**config.mk**
```make
export PLATFORM = sky130hd
export DESIGN_NAME = ls_ctrl
export DESIGN_NICKNAME = d
export VERILOG_FILES = /design/src/rtl/ls_ctrl.sv
export SDC_FILE = /design/constraint.sdc
export NUM_CORES = 1
export LEC_CHECK = 0
export BUFFER_PORTS_ARGS = -buffer_cell sky130_fd_sc_hd__buf_4
export CORE_ASPECT_RATIO = 1.5
export CORE_MARGIN = 3
export CORE_UTILIZATION = 53
export CTS_CLUSTER_SIZE = 30
export DETAILED_ROUTE_END_ITERATION = 16
export GPL_ROUTABILITY_DRIVEN = 1
export PLACE_DENSITY_LB_ADDON = 0.1
export SLEW_MARGIN = 20
export SYNTH_ARGS = -nofsm -noshare
export SYNTH_HDL_FRONTEND = slang
export SYNTH_SLANG_ARGS = --single-unit
```
**constraint.sdc**
```tcl
create_clock -name clk_in -period 3.15 [get_ports clk_in]
set_input_delay 0.63 -clock clk_in [delete_from_list [all_inputs] [get_ports clk_in]]
set_output_delay 0.63 -clock clk_in [all_outputs]
set_load 0.005 [all_outputs]
```
**src/rtl/ls_ctrl.sv**
```systemverilog
// Load/store controller: accepts one op from the LSB, runs it against the memory
// controller, extends load data and broadcasts completion on the LS CDB.
module ls_ctrl #(
    parameter int         OP_WIDTH   = 6,
    parameter int         ROB_WIDTH  = 4,
    parameter logic [1:0] IO_BASE_HI = 2'b11
) (
    input  logic                 clk_in,
    input  logic                 rst_in,
    input  logic                 rdy_in,
    input  logic                 rdy_lsb_in,
    input  logic [OP_WIDTH-1:0]  opcode_lsb_in,
    input  logic [31:0]          vj_lsb_in,
    input  logic [31:0]          vk_lsb_in,
    input  logic [31:0]          imm_lsb_in,
    input  logic [ROB_WIDTH:0]   rob_id_lsb_in,
    output logic                 idle_lsb_out,
    input  logic [ROB_WIDTH-1:0] head_id_rob_in,
    output logic                 mem_req_out,
    output logic                 mem_we_out,
    output logic [31:0]          mem_addr_out,
    output logic [2:0]           mem_size_out,
    output logic [31:0]          mem_wdata_out,
    input  logic                 mem_done_in,
    input  logic [31:0]          mem_rdata_in,
    output logic                 rdy_cdb_out,
    output logic [31:0]          result_cdb_out,
    output logic [ROB_WIDTH:0]   rob_id_cdb_out,
    input  logic                 refresh_rob_cdb_in
);

    localparam logic [OP_WIDTH-1:0] OP_LB  = OP_WIDTH'(0);
    localparam logic [OP_WIDTH-1:0] OP_LH  = OP_WIDTH'(1);
    localparam logic [OP_WIDTH-1:0] OP_LW  = OP_WIDTH'(2);
    localparam logic [OP_WIDTH-1:0] OP_LBU = OP_WIDTH'(3);
    localparam logic [OP_WIDTH-1:0] OP_LHU = OP_WIDTH'(4);
    localparam logic [OP_WIDTH-1:0] OP_SB  = OP_WIDTH'(5);
    localparam logic [OP_WIDTH-1:0] OP_SH  = OP_WIDTH'(6);
    localparam logic [OP_WIDTH-1:0] OP_SW  = OP_WIDTH'(7);

    typedef enum logic [1:0] {
        IDLE,
        WAIT_HEAD,
        WAIT_MEM,
        DRAIN
    } state_e;

    state_e               state_q;
    logic [OP_WIDTH-1:0]  op_q;
    logic [ROB_WIDTH:0]   rob_id_q;
    logic                 mem_req_q;
    logic                 mem_we_q;
    logic [31:0]          mem_addr_q;
    logic [2:0]           mem_size_q;
    logic [31:0]          mem_wdata_q;
    logic                 rdy_cdb_q;
    logic [31:0]          result_q;
    logic [ROB_WIDTH:0]   rob_id_cdb_q;

    logic [31:0]          addr_d;
    logic [2:0]           size_d;
    logic                 is_store_d;
    logic                 is_io_d;
    logic [31:0]          load_data_d;

    // Decode of the incoming op; I/O loads must wait until they reach the ROB head.
    always_comb begin
        addr_d     = vj_lsb_in + imm_lsb_in;
        size_d     = 3'd4;
        is_store_d = 1'b0;
        case (opcode_lsb_in)
            OP_LB, OP_LBU: size_d = 3'd1;
            OP_LH, OP_LHU: size_d = 3'd2;
            OP_SB: begin
                size_d     = 3'd1;
                is_store_d = 1'b1;
            end
            OP_SH: begin
                size_d     = 3'd2;
                is_store_d = 1'b1;
            end
            OP_SW: is_store_d = 1'b1;
            default: size_d = 3'd4;
        endcase
        is_io_d = !is_store_d && (addr_d[17:16] == IO_BASE_HI);
    end

    always_comb begin
        load_data_d = mem_rdata_in;
        case (op_q)
            OP_LB:   load_data_d = {{24{mem_rdata_in[7]}}, mem_rdata_in[7:0]};
            OP_LH:   load_data_d = {{16{mem_rdata_in[15]}}, mem_rdata_in[15:0]};
            OP_LBU:  load_data_d = {24'd0, mem_rdata_in[7:0]};
            OP_LHU:  load_data_d = {16'd0, mem_rdata_in[15:0]};
            OP_LW:   load_data_d = mem_rdata_in;
            default: load_data_d = mem_rdata_in;
        endcase
    end

    // The memory controller cannot abort, so a flushed access drains before IDLE.
    always_ff @(posedge clk_in or negedge rst_in) begin
        if (!rst_in) begin
            state_q      <= IDLE;
            op_q         <= '0;
            rob_id_q     <= '0;
            mem_req_q    <= 1'b0;
            mem_we_q     <= 1'b0;
            mem_addr_q   <= '0;
            mem_size_q   <= '0;
            mem_wdata_q  <= '0;
            rdy_cdb_q    <= 1'b0;
            result_q     <= '0;
            rob_id_cdb_q <= '0;
        end else if (rdy_in) begin
            rdy_cdb_q <= 1'b0;
            case (state_q)
                IDLE: begin
                    if (rdy_lsb_in && !refresh_rob_cdb_in) begin
                        op_q        <= opcode_lsb_in;
                        rob_id_q    <= rob_id_lsb_in;
                        mem_addr_q  <= addr_d;
                        mem_size_q  <= size_d;
                        mem_we_q    <= is_store_d;
                        mem_wdata_q <= vk_lsb_in;
                        if (is_io_d) begin
                            state_q <= WAIT_HEAD;
                        end else begin
                            state_q   <= WAIT_MEM;
                            mem_req_q <= 1'b1;
                        end
                    end
                end
                WAIT_HEAD: begin
                    if (refresh_rob_cdb_in) begin
                        state_q <= IDLE;
                    end else if (rob_id_q[ROB_WIDTH-1:0] == head_id_rob_in) begin
                        state_q   <= WAIT_MEM;
                        mem_req_q <= 1'b1;
                    end
                end
                WAIT_MEM: begin
                    if (mem_done_in) begin
                        mem_req_q <= 1'b0;
                        state_q   <= IDLE;
                        if (!refresh_rob_cdb_in) begin
                            rdy_cdb_q    <= 1'b1;
                            result_q     <= mem_we_q ? 32'd0 : load_data_d;
                            rob_id_cdb_q <= rob_id_q;
                        end
                    end else if (refresh_rob_cdb_in) begin
                        state_q <= DRAIN;
                    end
                end
                DRAIN: begin
                    if (mem_done_in) begin
                        mem_req_q <= 1'b0;
                        state_q   <= IDLE;
                    end
                end
                default: state_q <= IDLE;
            endcase
        end
    end

    assign idle_lsb_out   = (state_q == IDLE);
    assign mem_req_out    = mem_req_q;
    assign mem_we_out     = mem_we_q;
    assign mem_addr_out   = mem_addr_q;
    assign mem_size_out   = mem_size_q;
    assign mem_wdata_out  = mem_wdata_q;
    assign rdy_cdb_out    = rdy_cdb_q;
    assign result_cdb_out = result_q;
    assign rob_id_cdb_out = rob_id_cdb_q;

endmodule

```
==> flow_metrics.env <==
export IMPL_max_cap_violations=0
export IMPL_finish_instance_area_um2=9150
export IMPL_portBuffers=256
export IMPL_clockBufferDepth=2
export IMPL_cp_max_fo=3
export IMPL_start_kind="primary input"
export IMPL_wl_mm=18.5
export IMPL_gr_total_overflow=0
export IMPL_synth_nets=909
export IMPL_avgRoutedWirePerCell_um=16.0
export IMPL_ys_ff_latch=120
export IMPL_postPlaceCellArea_um2=8510
export IMPL_slew_violations=0
export IMPL_antenna_found_initial=0
export IMPL_drtIter0Drc=211
export IMPL_drt_pass1_iterations=5
export IMPL_start_util_pct=54.7
export IMPL_antenna_left=0
export IMPL_n_fill_cell=835
export IMPL_yosysWarnings=0
export IMPL_detailed_place_hpwl_mm=14.2
export IMPL_vias=6311
export IMPL_grt_max_degree=66
export IMPL_synth_most_common_cell="nand2_1"
export IMPL_synth_edf_count=0
export IMPL_synthTopCellsByCount="nand2_1, dfrtp_1, o21ai_0"
export IMPL_reg2reg_to="result_cdb_out[21]"
export IMPL_skew_ns=0.00904
export IMPL_p_per_area_nw_per_um2=808
export IMPL_htreeDepth=4
export IMPL_peakVddDrop_uv=460
export IMPL_grt_pass1_vias=6485
export IMPL_cts_tree="done"
export IMPL_synth_main_ff_cell="dfrtp_1"
export IMPL_worstMarginPinSlew_ns=0.561
export IMPL_viasPerCell=5.46
export IMPL_clk_insertion_delay_late_ns=0.41
export IMPL_gr_usage_all_layers_pct=28.3
export IMPL_rr_startpoint="state_q[0]"
export IMPL_grt_setup_unrepaired="no"
export IMPL_arrival_ns=3.20
export IMPL_relSlewSlack_pct=62.6
export IMPL_max_freq_mhz=341
export IMPL_clock_sinks=120
export IMPL_remaining_drc_errors=0
export IMPL_cp_required_ns=3.42
export IMPL_r2r_cells=6
export IMPL_seqCellArea_um2=3000
export IMPL_rows=48
export IMPL_core_um2=11600
export IMPL_fin_crit_ns=2.93
export IMPL_hold_viol=0
export IMPL_die_w_um=95.3
export IMPL_finish_utilization_pct=78.9
export IMPL_die_height_um=140
export IMPL_synth_area_um2=6340
export IMPL_io_pins=257
export IMPL_cpPeakStageDelay_ns=0.41
export IMPL_die_area_um2=13300
export IMPL_outcome="completed"
export IMPL_synth_top_area_cell="dfrtp_1"
export IMPL_critPathSlowestCell="fa_1"
export IMPL_finalNetCount=1174
export IMPL_netlist_instances=728
export IMPL_num_antenna_cells=0
export IMPL_ys_types=56
export IMPL_synth_area_top_cells="dfrtp_1, nand2_1, ha_1, o21ai_0, a21oi_1"
export IMPL_cp_cell_sequence="buf_4, ha_1, fa_1, a211oi_2, o21ai_1, and2_1, a31o_2, a41oi_1, o31a_1, o21bai_1, a211oi_1, o31ai_1"
export IMPL_place_congestion=0.910
export IMPL_hold_class="primary input to asynchronous set/reset pin"
export IMPL_setup_violations=0
export IMPL_drive_above_1_share_pct=32.3
export IMPL_power_leakage_nw=4.75
export IMPL_area_growth_pct=44.4
export IMPL_cts_root_buf="clkbuf_16"
export IMPL_grt_pass1_wl_mm=29.7
export IMPL_fin_crit_sh_pct=93.1
export IMPL_syn_avg_cell_area_um2=8.71
export IMPL_ys_seq_area_share_pct=47.4
export IMPL_clk_pin_slew_ns=0.06
export IMPL_synthArstFlopShare_pct=100
export IMPL_critPathCaptureType="flip-flop"
export IMPL_endpoint="mem_addr_out[28]"
export IMPL_critPathKind="primary input to flip-flop"
export IMPL_multi_input_comb_area_um2=3210
export IMPL_crit_start="vj_lsb_in[0]"
export IMPL_cts_buffers_inserted=17
export IMPL_synth_top_area_share_pct=47.4
export IMPL_r2r_slack_ns=0.96
layout by cell type (no fill, tap or decap), types with 15 or more instances in the layout:
cell type / netlist / final
buf_4: 0 / 274
nand2_1: 219 / 219
dfrtp_1: 120 / 120
o21ai_0: 65 / 65
a21oi_1: 41 / 41
nor2_1: 39 / 39
ha_1: 31 / 31
clkbuf_16: 0 / 17
o21ai_1: 15 / 15
xnor2_1: 15 / 15
what timing repair did:
action | 4_1_cts | 5_1_grt
buffers inserted | 0 | 0
setup endpoints to repair | 0 | 4
hold buffers | 0 | 0
endpoints found under the hold margin | 0 | 0
gates resized for setup | 0 | 1
critical path, delay by kind of cell:
kind	cells	cell delay (ns)
fa+ha+maj	2	0.63
compound gates	8	1.64
simple gates	1	0.19
buf+inv	1	0.11
how the worst min path moves through the flow:
stage | from | endpoint | slack [ns] | cells after the start
2_1_floorplan | rst_in | mem_addr_out[0] | 0.33 | 0
3_3_place_gp | rob_id_q[4] | rob_id_q[4] | 0.46 | 2
3_5_place_dp | rob_id_q[4] | rob_id_q[4] | 0.46 | 2
4_1_cts | rst_in | result_cdb_out[3] | 0.13 | 1
5_1_grt | rst_in | result_cdb_out[0] | 0.13 | 1
6_report | rst_in | result_cdb_out[0] | 0.14 | 1
cell type report:
cell class | instances | area share, %
clock buffers | 19 | 4.84
clock inverters | 13 | 2.11
inverters | 9 | 0.369
multi-input cells | 570 | 35.1
flip-flops and latches | 120 | 32.8
well taps | 150 | 2.05
repair buffers | 275 | 22.7
stage by stage:
step	total power, mW	setup WS (ns)	std cells	hold WS (ns)	TNS [ns]
2_1_floorplan	3.76	0.0240	728	0.334	0
3_3_place_gp	5.22	-0.186	1124	0.457	-0.751
3_5_place_dp	5.35	-0.256	1124	0.461	-1.55
4_1_cts	7.46	0.164	1156	0.129	0
5_1_grt	7.91	0.0680	1156	0.134	0
6_report	7.40	0.219	1156	0.139	0
flip-flops by register name (all words and copies together), names as in the netlist:
register        count
mem_req_out         1
rob_id_cdb_out      5
mem_we_out          1
mem_size_out        3
rdy_cdb_out         1
mem_addr_out       32
state_q             2
result_cdb_out     32
rob_id_q            5
op_q                6
mem_wdata_out      32
routing by layer:
layer / wire (µm) / track usage, % / part of all wire, % / up-vias
met5: 0 / 0 / 0 / -
met3: 1240 / 6.66 / 6.7 / 50
met4: 684 / 12.2 / 3.7 / 0
met2: 10000 / 52.4 / 54 / 251
li1: - / - / - / 3019
met1: 6610 / 29.4 / 36 / 2991
power breakdown:
part / total [mW] / switching, mW / internal [mW] / leakage [nW]
clock: 2.06 / 0.708 / 1.35 / 0.305
combinational: 2.65 / 1.23 / 1.41 / 2.93
sequential: 2.69 / 0.449 / 2.24 / 1.51
cells by family (layout without fill, tap and decap cells):
group / count (synthesis) / in the layout / synth area share [%]
DFF: 120 / 120 / 47.4
adders and majority gates: 32 / 32 / 6.44
muxes: 9 / 9 / 1.56
and+or+nand+nor: 326 / 326 / 22.0
buffers and inverters: 38 / 316 / 2.27
xor gates and xnor gates: 26 / 26 / 3.71
AOI/OAI and AO/OA: 177 / 177 / 16.6
(Power assumes the default switching activity.)
